`config.mk`:
```
export PLATFORM = sky130hd
export DESIGN_NAME = seq_alu
export DESIGN_NICKNAME = d
export VERILOG_FILES = /design/src/rtl/alu_pkg.sv /design/src/rtl/seq_mul_unit.sv /design/src/rtl/seq_alu.sv
export SDC_FILE = /design/constraint.sdc
export NUM_CORES = 1
export LEC_CHECK = 0
export BUFFER_PORTS_ARGS = -buffer_cell sky130_fd_sc_hd__buf_2
export CAP_MARGIN = 0
export CORE_UTILIZATION = 53
export DETAILED_ROUTE_END_ITERATION = 8
export MAX_ROUTING_LAYER = met4
export PLACE_DENSITY = 0.76
export RECOVER_POWER = 50
export SLEW_MARGIN = 20
export SYNTH_ARGS = -nofsm -noshare
export SYNTH_HDL_FRONTEND = slang
export SYNTH_SLANG_ARGS = --single-unit
```
`constraint.sdc`:
```
create_clock -name clk -period 2.3 [get_ports clk]
set_input_delay 0.46 -clock clk [delete_from_list [all_inputs] [get_ports clk]]
set_output_delay 0.46 -clock clk [all_outputs]
set_load 0.01 [all_outputs]
```
`src/rtl/alu_pkg.sv`:
```
//------------------------------------------------------------------------------
// alu_pkg : opcodes and FSM state encoding shared by seq_alu and its datapath
// Revision: 1.0
//------------------------------------------------------------------------------
`default_nettype none

package alu_pkg;

    localparam logic [1:0] OP_ADD = 2'b00;
    localparam logic [1:0] OP_MUL = 2'b01;
    localparam logic [1:0] OP_CAT = 2'b10;
    localparam logic [1:0] OP_SHL = 2'b11;

    localparam logic [1:0] ST_IDLE = 2'd0;
    localparam logic [1:0] ST_MUL  = 2'd1;
    localparam logic [1:0] ST_HOLD = 2'd2;

endpackage

`default_nettype wire

```
`src/rtl/seq_mul_unit.sv`:
```
//------------------------------------------------------------------------------
// seq_mul_unit : W-cycle shift-add multiplier, one partial product per clock
// Revision: 1.0
//------------------------------------------------------------------------------
`default_nettype none

module seq_mul_unit #(
    parameter int W  = 4,
    parameter int CW = $clog2(W + 1)
) (
    input  logic           clk,
    input  logic           rst_n,
    input  logic           start,
    input  logic [W-1:0]   A,
    input  logic [W-1:0]   B,
    output logic           done,
    output logic [2*W-1:0] product
);

    logic            r_run;
    logic [CW-1:0]   r_cnt;
    logic [2*W-1:0]  r_mcand;
    logic [W-1:0]    r_mplier;
    logic [2*W-1:0]  r_acc;
    logic [2*W-1:0]  w_acc_next;

    assign w_acc_next = r_acc + (r_mplier[0] ? r_mcand : '0);

    // product is the accumulator after the current iteration, so the FSM can
    // latch the finished result on the very edge that performs iteration W.
    assign done    = r_run && (r_cnt == CW'(W - 1));
    assign product = w_acc_next;

    always_ff @(posedge clk) begin
        if (!rst_n) begin
            r_run    <= 1'b0;
            r_cnt    <= '0;
            r_mcand  <= '0;
            r_mplier <= '0;
            r_acc    <= '0;
        end else if (start) begin
            r_run    <= 1'b1;
            r_cnt    <= '0;
            r_mcand  <= {{W{1'b0}}, A};
            r_mplier <= B;
            r_acc    <= '0;
        end else if (r_run) begin
            r_acc    <= w_acc_next;
            r_mcand  <= r_mcand << 1;
            r_mplier <= r_mplier >> 1;
            r_cnt    <= r_cnt + 1'b1;
            if (done) begin
                r_run <= 1'b0;
            end
        end
    end

endmodule

`default_nettype wire

```
`src/rtl/seq_alu.sv`:
```
//------------------------------------------------------------------------------
// seq_alu : clocked add/mul/concat/shift ALU with valid/ready on both sides
// Revision: 1.0
//------------------------------------------------------------------------------
`default_nettype none

module seq_alu
    import alu_pkg::*;
#(
    parameter int W  = 4,
    parameter int CW = $clog2(W + 1)
) (
    input  logic           clk,
    input  logic           rst_n,
    input  logic [W-1:0]   A,
    input  logic [W-1:0]   B,
    input  logic [1:0]     S,
    input  logic           in_valid,
    output logic           in_ready,
    output logic [2*W-1:0] Y,
    output logic           out_valid,
    input  logic           out_ready,
    output logic           busy
);

    logic [1:0]     r_state;
    logic [2*W-1:0] r_y;
    logic           w_accept;
    logic           w_mul_start;
    logic           w_mul_done;
    logic [2*W-1:0] w_mul_product;
    logic [2*W-1:0] w_result;

    // HOLD accepts only when the consumer drains the current result this cycle.
    assign in_ready = rst_n && ((r_state == ST_IDLE) ||
                                ((r_state == ST_HOLD) && out_ready));
    assign w_accept    = in_valid && in_ready;
    assign w_mul_start = w_accept && (S == OP_MUL);

    assign Y         = r_y;
    assign out_valid = (r_state == ST_HOLD);
    assign busy      = (r_state == ST_MUL);

    always_comb begin
        w_result = '0;
        case (S)
            OP_ADD:  w_result = {{W{1'b0}}, A} + {{W{1'b0}}, B};
            OP_CAT:  w_result = {A, B};
            OP_SHL:  w_result = {{W{1'b0}}, A} << B;
            default: w_result = '0;
        endcase
    end

    seq_mul_unit #(
        .W  (W),
        .CW (CW)
    ) u_mul (
        .clk     (clk),
        .rst_n   (rst_n),
        .start   (w_mul_start),
        .A       (A),
        .B       (B),
        .done    (w_mul_done),
        .product (w_mul_product)
    );

    always_ff @(posedge clk) begin
        if (!rst_n) begin
            r_state <= ST_IDLE;
            r_y     <= '0;
        end else begin
            case (r_state)
                ST_IDLE, ST_HOLD: begin
                    if (w_accept) begin
                        if (S == OP_MUL) begin
                            r_state <= ST_MUL;
                        end else begin
                            r_state <= ST_HOLD;
                            r_y     <= w_result;
                        end
                    end else if ((r_state == ST_HOLD) && out_ready) begin
                        r_state <= ST_IDLE;
                    end
                end
                ST_MUL: begin
                    if (w_mul_done) begin
                        r_state <= ST_HOLD;
                        r_y     <= w_mul_product;
                    end
                end
                default: r_state <= ST_IDLE;
            endcase
        end
    end

endmodule

`default_nettype wire

```
# After elaboration in Yosys (flattened, before gate mapping)
# Cells that the tools add are included.
# word_totals
reg_bits	34
input_bits	14
out_inout_bits	11
word_cells	55
# classes
add_sub_neg	3
n_eq_ne	10
n_shift	1
n_mux	18
n_bitwise	1
reduce_logical	14
# ops
cell	count
$mux W8	4
$pmux W8 S3	1
$mux W4	4
$pmux W8 S2	1
$add A8 B8 Y8	1
$mux W2	4
$shl A4 B4 Y8	1
$eq A2 B2 Y1 const B	3
$add A4 B4 Y5	1
$logic_and A1 B1 Y1	5
$eq A2 B1 Y1 const B	2
$logic_not A2 Y1	2
$ne A2 B2 Y1 const B	2
$pmux W2 S2	1
$reduce_and A4 Y1	1
$reduce_bool A2 Y1	2
$reduce_or A2 Y1	2
$add A3 B1 Y3 const B	1
$eq A3 B2 Y1 const B	1
$mux W1	3
$ne A3 B3 Y1 const B	1
$ne A2 B1 Y1 const B	1
$reduce_and A2 Y1	1
$logic_or A1 B1 Y1	1
$not A1 Y1	1

# Logic depth before layout (Yosys ltp)
# Gate-level depths: netlist of run 1.
# depth
ltp_word	7
ltp_mapped	11
depth_no_buf	10

# Modules after synthesis
# From an unflattened synthesis of run 1, not the netlist that was laid out.
# hier_totals
cells_unflattened	274
area_unflattened_um2	2383.5
# by_module_without_submodules
mod	n_inst	cells_per_inst	area_per_inst_um2
seq_mul_unit	1	160	1410.1
seq_alu	1	114	973.4

# Least setup slack after synthesis of run 1
# No wires, ideal clock.
# synth_path
kind	flip-flop to flip-flop
start	register u_mul.r_mplier[0]
end	register r_y[4], in the netlist Y[4]
setup_ps	115
t_arrival_ps	2081
required_time_ps	2185
setup_slack_ps	104
stages_incl_launch_ff	12
n_path_buf	1
synth_period_minus_slack_ps	2196
path_cell_list	dfxtp_1 clkbuf_1 and2_1 ha_1 inv_1 fa_1 nor2b_1 o21ai_0 a21boi_1 nor2_1 a22o_1 o21a_1
# synth_between
elab_chain_cells	4
# synth_rtl
element	line_no	source
start, declared	seq_mul_unit.sv:23	logic [W-1:0] r_mplier;
start signal, assigned	seq_mul_unit.sv:50	r_mplier <= r_mplier >> 1;
$mux W8	seq_mul_unit.sv:27	assign w_acc_next = r_acc + (r_mplier[0] ? r_mcand : '0);
$add A8 B8 Y8	seq_mul_unit.sv:27	
$mux W8	seq_alu.sv:86	if (w_mul_done) begin
$pmux W8 S2	seq_alu.sv:72	case (r_state)
end signal, assigned	seq_alu.sv:79	r_y <= w_result;
end signal, assigned	seq_alu.sv:88	r_y <= w_mul_product;
end, declared	seq_alu.sv:27	logic [2*W-1:0] r_y;
# No other way between the ends. The select of a mux whose other input is x is not followed.
# A chain may end at the register's enable or synchronous reset.

# Worst setup path after layout of run 1
# layout_path
start	register u_mul.r_mplier[0]
end	register u_mul.r_acc[7]
# layout_between
elab_chain_cells	2
# layout_rtl
element	line_no	source
$mux W8	seq_mul_unit.sv:27	
$add A8 B8 Y8	seq_mul_unit.sv:27	
end signal, assigned	seq_mul_unit.sv:48	r_acc <= w_acc_next;
end, declared	seq_mul_unit.sv:24	logic [2*W-1:0] r_acc;
# No other way between the ends.

==> results of run 1 <==
-- worst max-delay path by stage --
stage          cells after the start  slack (ns)              to               from
2_1_floorplan                     11        0.10            Y[4]  u_mul.r_mplier[0]
3_3_place_gp                      10        0.18            Y[4]  u_mul.r_mplier[0]
3_5_place_dp                      10        0.12            Y[4]  u_mul.r_mplier[0]
4_1_cts                           10        0.08            Y[4]  u_mul.r_mplier[0]
5_1_grt                           10        0.01  u_mul.r_acc[6]  u_mul.r_mplier[0]
6_report                           9        0.17  u_mul.r_acc[7]  u_mul.r_mplier[0]
-- cells in the final DEF, fill, tap and decap left out, types with 3 or more instances in the layout --
cell       n
nor3_1     3
dfxtp_1   34
a21o_1     3
and2_1     6
mux2i_1   19
or4_1      3
nand4_1    3
xnor2_1    6
o21ai_1    3
clkbuf_8   5
buf_4      4
a21oi_1   14
o211ai_1   5
nor2b_1    7
o21ai_0    8
ha_1      14
a21boi_0   5
nand2b_1   5
buf_2     14
clkbuf_1  12
a22o_1     3
nand2_1   22
nor3b_1    3
nor2_1    28
o211a_1    6
nand3_1    7
inv_1     13
-- registers in the layout (all words and copies together), names as in the netlist --
register,count
u_mul.r_acc,8
u_mul.r_mcand,8
Y,8
u_mul.r_mplier,4
r_state,2
u_mul.r_cnt,3
u_mul.r_run,1
-- metal layers --
metal	GRT usage	wire [um]
met5	-	0
met4	0.07181	53
met3	0.05651	186
met2	0.3800	2267
met1	0.3186	2418
-- worst register-to-register path, delay by kind of cell (launching register included) --
kind | cells | cell delay, ns
flops | 1 | 0.34
fa+ha+maj | 1 | 0.28
buf+inv | 1 | 0.05
simple gates | 2 | 0.30
compound gates | 5 | 1.09
-- layout make-up --
cell class,count,area share
clock buffer,5,0.02757
inverter,13,0.01955
sequential,34,0.2727
tap,50,0.02506
timing repair buffer,30,0.05815
clock inverter,3,0.01604
multi-input combinational,206,0.5810
-- through the flow --
step           hold slack (ns)  cells
3_3_place_gp            0.4470    333
3_5_place_dp            0.4618    333
5_1_grt                 0.4771    341
6_report                0.4636    341
4_1_cts                 0.4691    341
2_1_floorplan           0.4647    268
-- cell usage after synthesis, drive strengths merged (6+ instances only) --
| master | number |
|---|---|
| nor2 | 28 |
| xnor2 | 6 |
| o21ai | 11 |
| nand2 | 22 |
| mux2i | 19 |
| clkbuf | 13 |
| dfxtp | 34 |
| inv | 13 |
| nor2b | 7 |
| ha | 14 |
| and2 | 8 |
| a21boi | 6 |
| nand3 | 7 |
| a21oi | 14 |
| o211a | 6 |
-- logic make-up (layout without fill, tap and decap cells) --
family	after synthesis	count (layout)	share of synthesized area
AND/OR/NAND/NOR	97	97	0.2218
adder cells (fa/ha/maj)	16	16	0.09609
XOR/XNOR	7	7	0.02737
buffers and inverters	28	51	0.05028
AO/OA/AOI/OAI	65	65	0.2056
multiplexers	21	21	0.09497
flip-flops	34	34	0.3039
-- power breakdown --
group	switching [uW]	leakage (uW)	internal, uW
Sequential	9.65	0.000275	603
Clock	228	0.0000579	319
Combinational	108	0.000763	75.5
==> impl_metrics.tcl, run 1 <==
set metrics [dict create \
    grt_pass1_vias 1743 \
    grt_pass1_wl_mm 7.997 \
    place_hpwl_mm 3.582 \
    ant_nets 0 \
    cp-end-kind "register" \
    drive_above_1_share 0.1065 \
    rsz0062_at_grt "no" \
    die_x_um 67.01 \
    setup_ws_ns 0.1730 \
    start_kind "register" \
    cts_buffer_depth 2 \
    p_leak_uw 0.001096 \
    grt_max_degree 30 \
    initial_core_util 0.5559 \
    skew_ns 0.009624 \
    synthFlopType "dfxtp_1" \
    diodes 0 \
    hp-start "out_ready" \
    rows 23 \
    synthArstFlopShare 0 \
    worstPathRequired_ns 2.54 \
    area_growth_syn_to_layout_pct 11.45 \
    design_area_um2 2496 \
    regToRegEndpoint "u_mul.r_acc[7]" \
    avgRoutedWirePerCell_um 14.44 \
    finalSetupViolCount 0 \
    design.core.area_um2 4029 \
    yosysTopAreaCellShare 0.3039 \
    post-route-util 0.6196 \
    dpl-instance-area_um2 2404 \
    numCtsBuffers 5 \
    dr.first_iter.drc_count 142 \
    cts_tree "done" \
    regToRegSetupSlack_ns 0.17 \
    gp_congestion 0.8879 \
    ir_drop_mv 0.4469 \
    post_cts_buffers 0 \
    multi_input_area_um2 1450 \
    synth_nets 298 \
    status "finished clean" \
    pre_cts_ws_ns 0.1235 \
    regArea_um2 680.7 \
    critPathBufInv 1 \
    cts-root-buf "clkbuf_8" \
    htree_levels 2 \
    routed_via_density 5.780 \
    first_pass_iters 4 \
    hold_violations 0 \
    r2r_start "u_mul.r_mplier[0]" \
    finalSetupTns_ns 0 \
    synth_largest_area_cell "dfxtp_1" \
    synth_cell_type_count 49 \
    power_density_nw_per_um2 538.4 \
    cap_violations 0 \
    min_to "r_state[1]" \
    cts_sinks 34 \
    synthCells 268 \
    crit_path_max_fanout 5 \
    crit_family "compound AO/OA/AOI/OAI gates" \
    drc 0 \
    cp.arrival_ns 2.37 \
    min_period_ns 2.127 \
    cts_resized 0 \
    ys_seq_area_frac 0.3039 \
    crit_slowest_cell "dfxtp_1" \
    ys_ff_latch 34 \
    synthTopCellsByArea "dfxtp_1 30%, mux2i_1 8.5%, ha_1 7.8%, nor2_1 4.7%, nand2_1 3.7%" \
    antenna_found_initial 0 \
    worstMarginPinSlew_ns 0.7887 \
    yosysWarnings 0 \
    track_usage 0.2467 \
    critical_path_class "register to register" \
    wl_mm 4.925 \
    final_max_slew_viol_count 0 \
    cts_hold_buf 0 \
    ios 25 \
    overflow 0 \
    worstRegToRegCells 9 \
    cts.clk_slew.worst_paths_ns 0.08 \
    clk_latency_ns 0.30 \
    synth_edf_count 0 \
    hold_path_class "input pin to register" \
    total_power_uw 1344 \
    nets 320 \
    worstHoldPathCells 4 \
    slew-limit-headroom 0.4742 \
    dieArea_um2 4490 \
    dr_total_vias 1971 \
    synth_area_per_cell_um2 8.357 \
    max_stage_delay_ns 0.34 \
    port_buffers 24 \
    n_fill_cell 384 \
    crit_chain "nand2_1, inv_1, ha_1, a21o_1, a41oi_1, nand3_1, a22o_1, a311oi_1, a41o_1" \
    period_share 0.9248 \
    die_y_um 67.01 \
    syn_area_um2 2240 \
    timing.fmax_mhz 470.1 \
]
No activity file was read; power rests on OpenSTA's default activity.
==> inputs of run 2 (changes only) <==
Settings changed: ABC_CLOCK_PERIOD_IN_PS from default to 2300, PLACE_DENSITY 0.76 to 0.86.
==> impl_metrics.tcl, run 2 (synthesis gave the netlist of run 1 again) <==
set metrics [dict create \
    layout_common_cells "34 x dfxtp_1, 28 x nor2_1, 22 x nand2_1" \
    track_usage 0.2462 \
    overflow 0 \
    initial_core_util 0.5559 \
    place_inst 334 \
    hold_path_class "register to register" \
    pre_cts_ws_ns 0.1317 \
    avgRoutedWirePerCell_um 14.87 \
    numCtsBuffers 5 \
    cap_violations 0 \
    ant_nets 0 \
    routed_via_density 5.827 \
    die_x_um 67.01 \
    cts-root-buf "clkbuf_8" \
    die_y_um 67.01 \
    antenna_found_initial 0 \
    cts_hold_buf 0 \
    dieArea_um2 4490 \
    clk_latency_ns 0.28 \
    n_fill_cell 363 \
    wl_mm 5.086 \
    status "finished clean" \
    grt_pass1_wl_mm 7.955 \
    min_period_ns 2.128 \
    worstMarginPinSlew_ns 0.7745 \
    port_buffers 24 \
    period_share 0.9251 \
    ios 25 \
    area_growth_syn_to_layout_pct 11.01 \
    diodes 0 \
    rsz0062_at_grt "no" \
    cp.arrival_ns 2.30 \
    drc 0 \
    cp-end-kind "register" \
    max_stage_delay_ns 0.40 \
    cts_buffer_depth 2 \
    power_density_nw_per_um2 503.3 \
    dr.first_iter.drc_count 157 \
    worstPathRequired_ns 2.48 \
    crit_path_max_fanout 5 \
    critical_path_class "register to register" \
    setup_ws_ns 0.1724 \
    final_max_slew_viol_count 0 \
    layout_commonest_cell "dfxtp_1" \
    grt_pass1_vias 1779 \
    hold_violations 0 \
    start_kind "register" \
    cts_tree "done" \
    drive_above_1_share 0.1062 \
    cts_sinks 34 \
    cts.clk_slew.worst_paths_ns 0.07 \
    gp_congestion 0.9336 \
    post_layout_nonfiller_instances 342 \
    ir_drop_mv 0.3122 \
    grt_max_degree 30 \
    first_pass_iters 4 \
    slew-limit-headroom 0.4837 \
    rows 23 \
    crit_chain "and2_1, ha_1, inv_1, fa_1, nor2b_1, o21ai_1, a21boi_2, nor2_1, a22o_1, o21a_1" \
    crit_slowest_cell "fa_1" \
    place_hpwl_mm 3.753 \
    design.core.area_um2 4029 \
    timing.fmax_mhz 470.0 \
    finalSetupTns_ns 0 \
    skew_ns 0.005445 \
    p_leak_uw 0.001093 \
    htree_levels 2 \
    dr_total_vias 1993 \
    nets 321 \
    finalSetupViolCount 0 \
]
==> run 2: final cells by class <==
class / instances / area (um2) / share of cell area
clock buffers: 7 / 86.33 / 0.03473
clock inverters: 1 / 5.005 / 0.002013
inverters: 13 / 48.80 / 0.01963
multi-input cells: 206 / 1450 / 0.5833
flip-flops and latches: 34 / 680.7 / 0.2738
well taps: 50 / 62.56 / 0.02516
repair buffers: 31 / 152.6 / 0.06140
==> run 2: worst max-delay path, delay by kind of cell (launching register included) <==
kind | cells | cell delay (ns)
AO/OA/AOI/OAI | 4 | 0.65
adder cells (fa/ha/maj) | 2 | 0.58
buffers and inverters | 1 | 0.06
flip-flops | 1 | 0.38
AND/OR/NAND/NOR | 3 | 0.35
==> run 2: where the power goes <==
part / internal, uW / leakage (uW) / switching, uW
clock network: 241 / 0.0000482 / 209
registers: 604 / 0.000275 / 9.46
logic: 77.0 / 0.000769 / 111
total: 922 / 0.00109 / 329
==> run 2: path summary, 6_finish.rpt <==
kind	from	endpoint	slack, ns	cells past startpoint
setup / recovery	u_mul.r_mplier[0]	Y[4]	0.17	10
hold reg to reg	Y[1]	Y[1]	0.46	2
setup reg to reg	u_mul.r_mplier[0]	Y[4]	0.17	10
hold / removal	Y[1]	Y[1]	0.46	2
==> run 2: timing repair <==
action	CTS	global route
buffers inserted	0	0
resized for setup	0	2
setup endpoints to repair	0	2
==> run 2: layer usage <==
metal,vias up,track usage,part of all wire,wire length (um)
li1,1009,-,-,-
met1,926,0.3124,0.48,2420
met2,50,0.3725,0.47,2392
met3,8,0.05993,0.040,204
met4,0,0.09574,0.013,68
met5,-,-,0,0
==> run 2: through the flow <==
stage / hold slack (ns) / utilization / total power (uW) / area, um2
floorplan: 0.4647 / - / 752.1 / 2240
global placement: 0.4440 / 0.5984 / 811.5 / 2411
detailed placement: 0.4521 / 0.5984 / 813.8 / 2411
CTS: 0.4602 / 0.6211 / 1261 / 2502
global route: 0.4839 / 0.6171 / 1312 / 2486
finish: 0.4560 / 0.6171 / 1251 / 2486
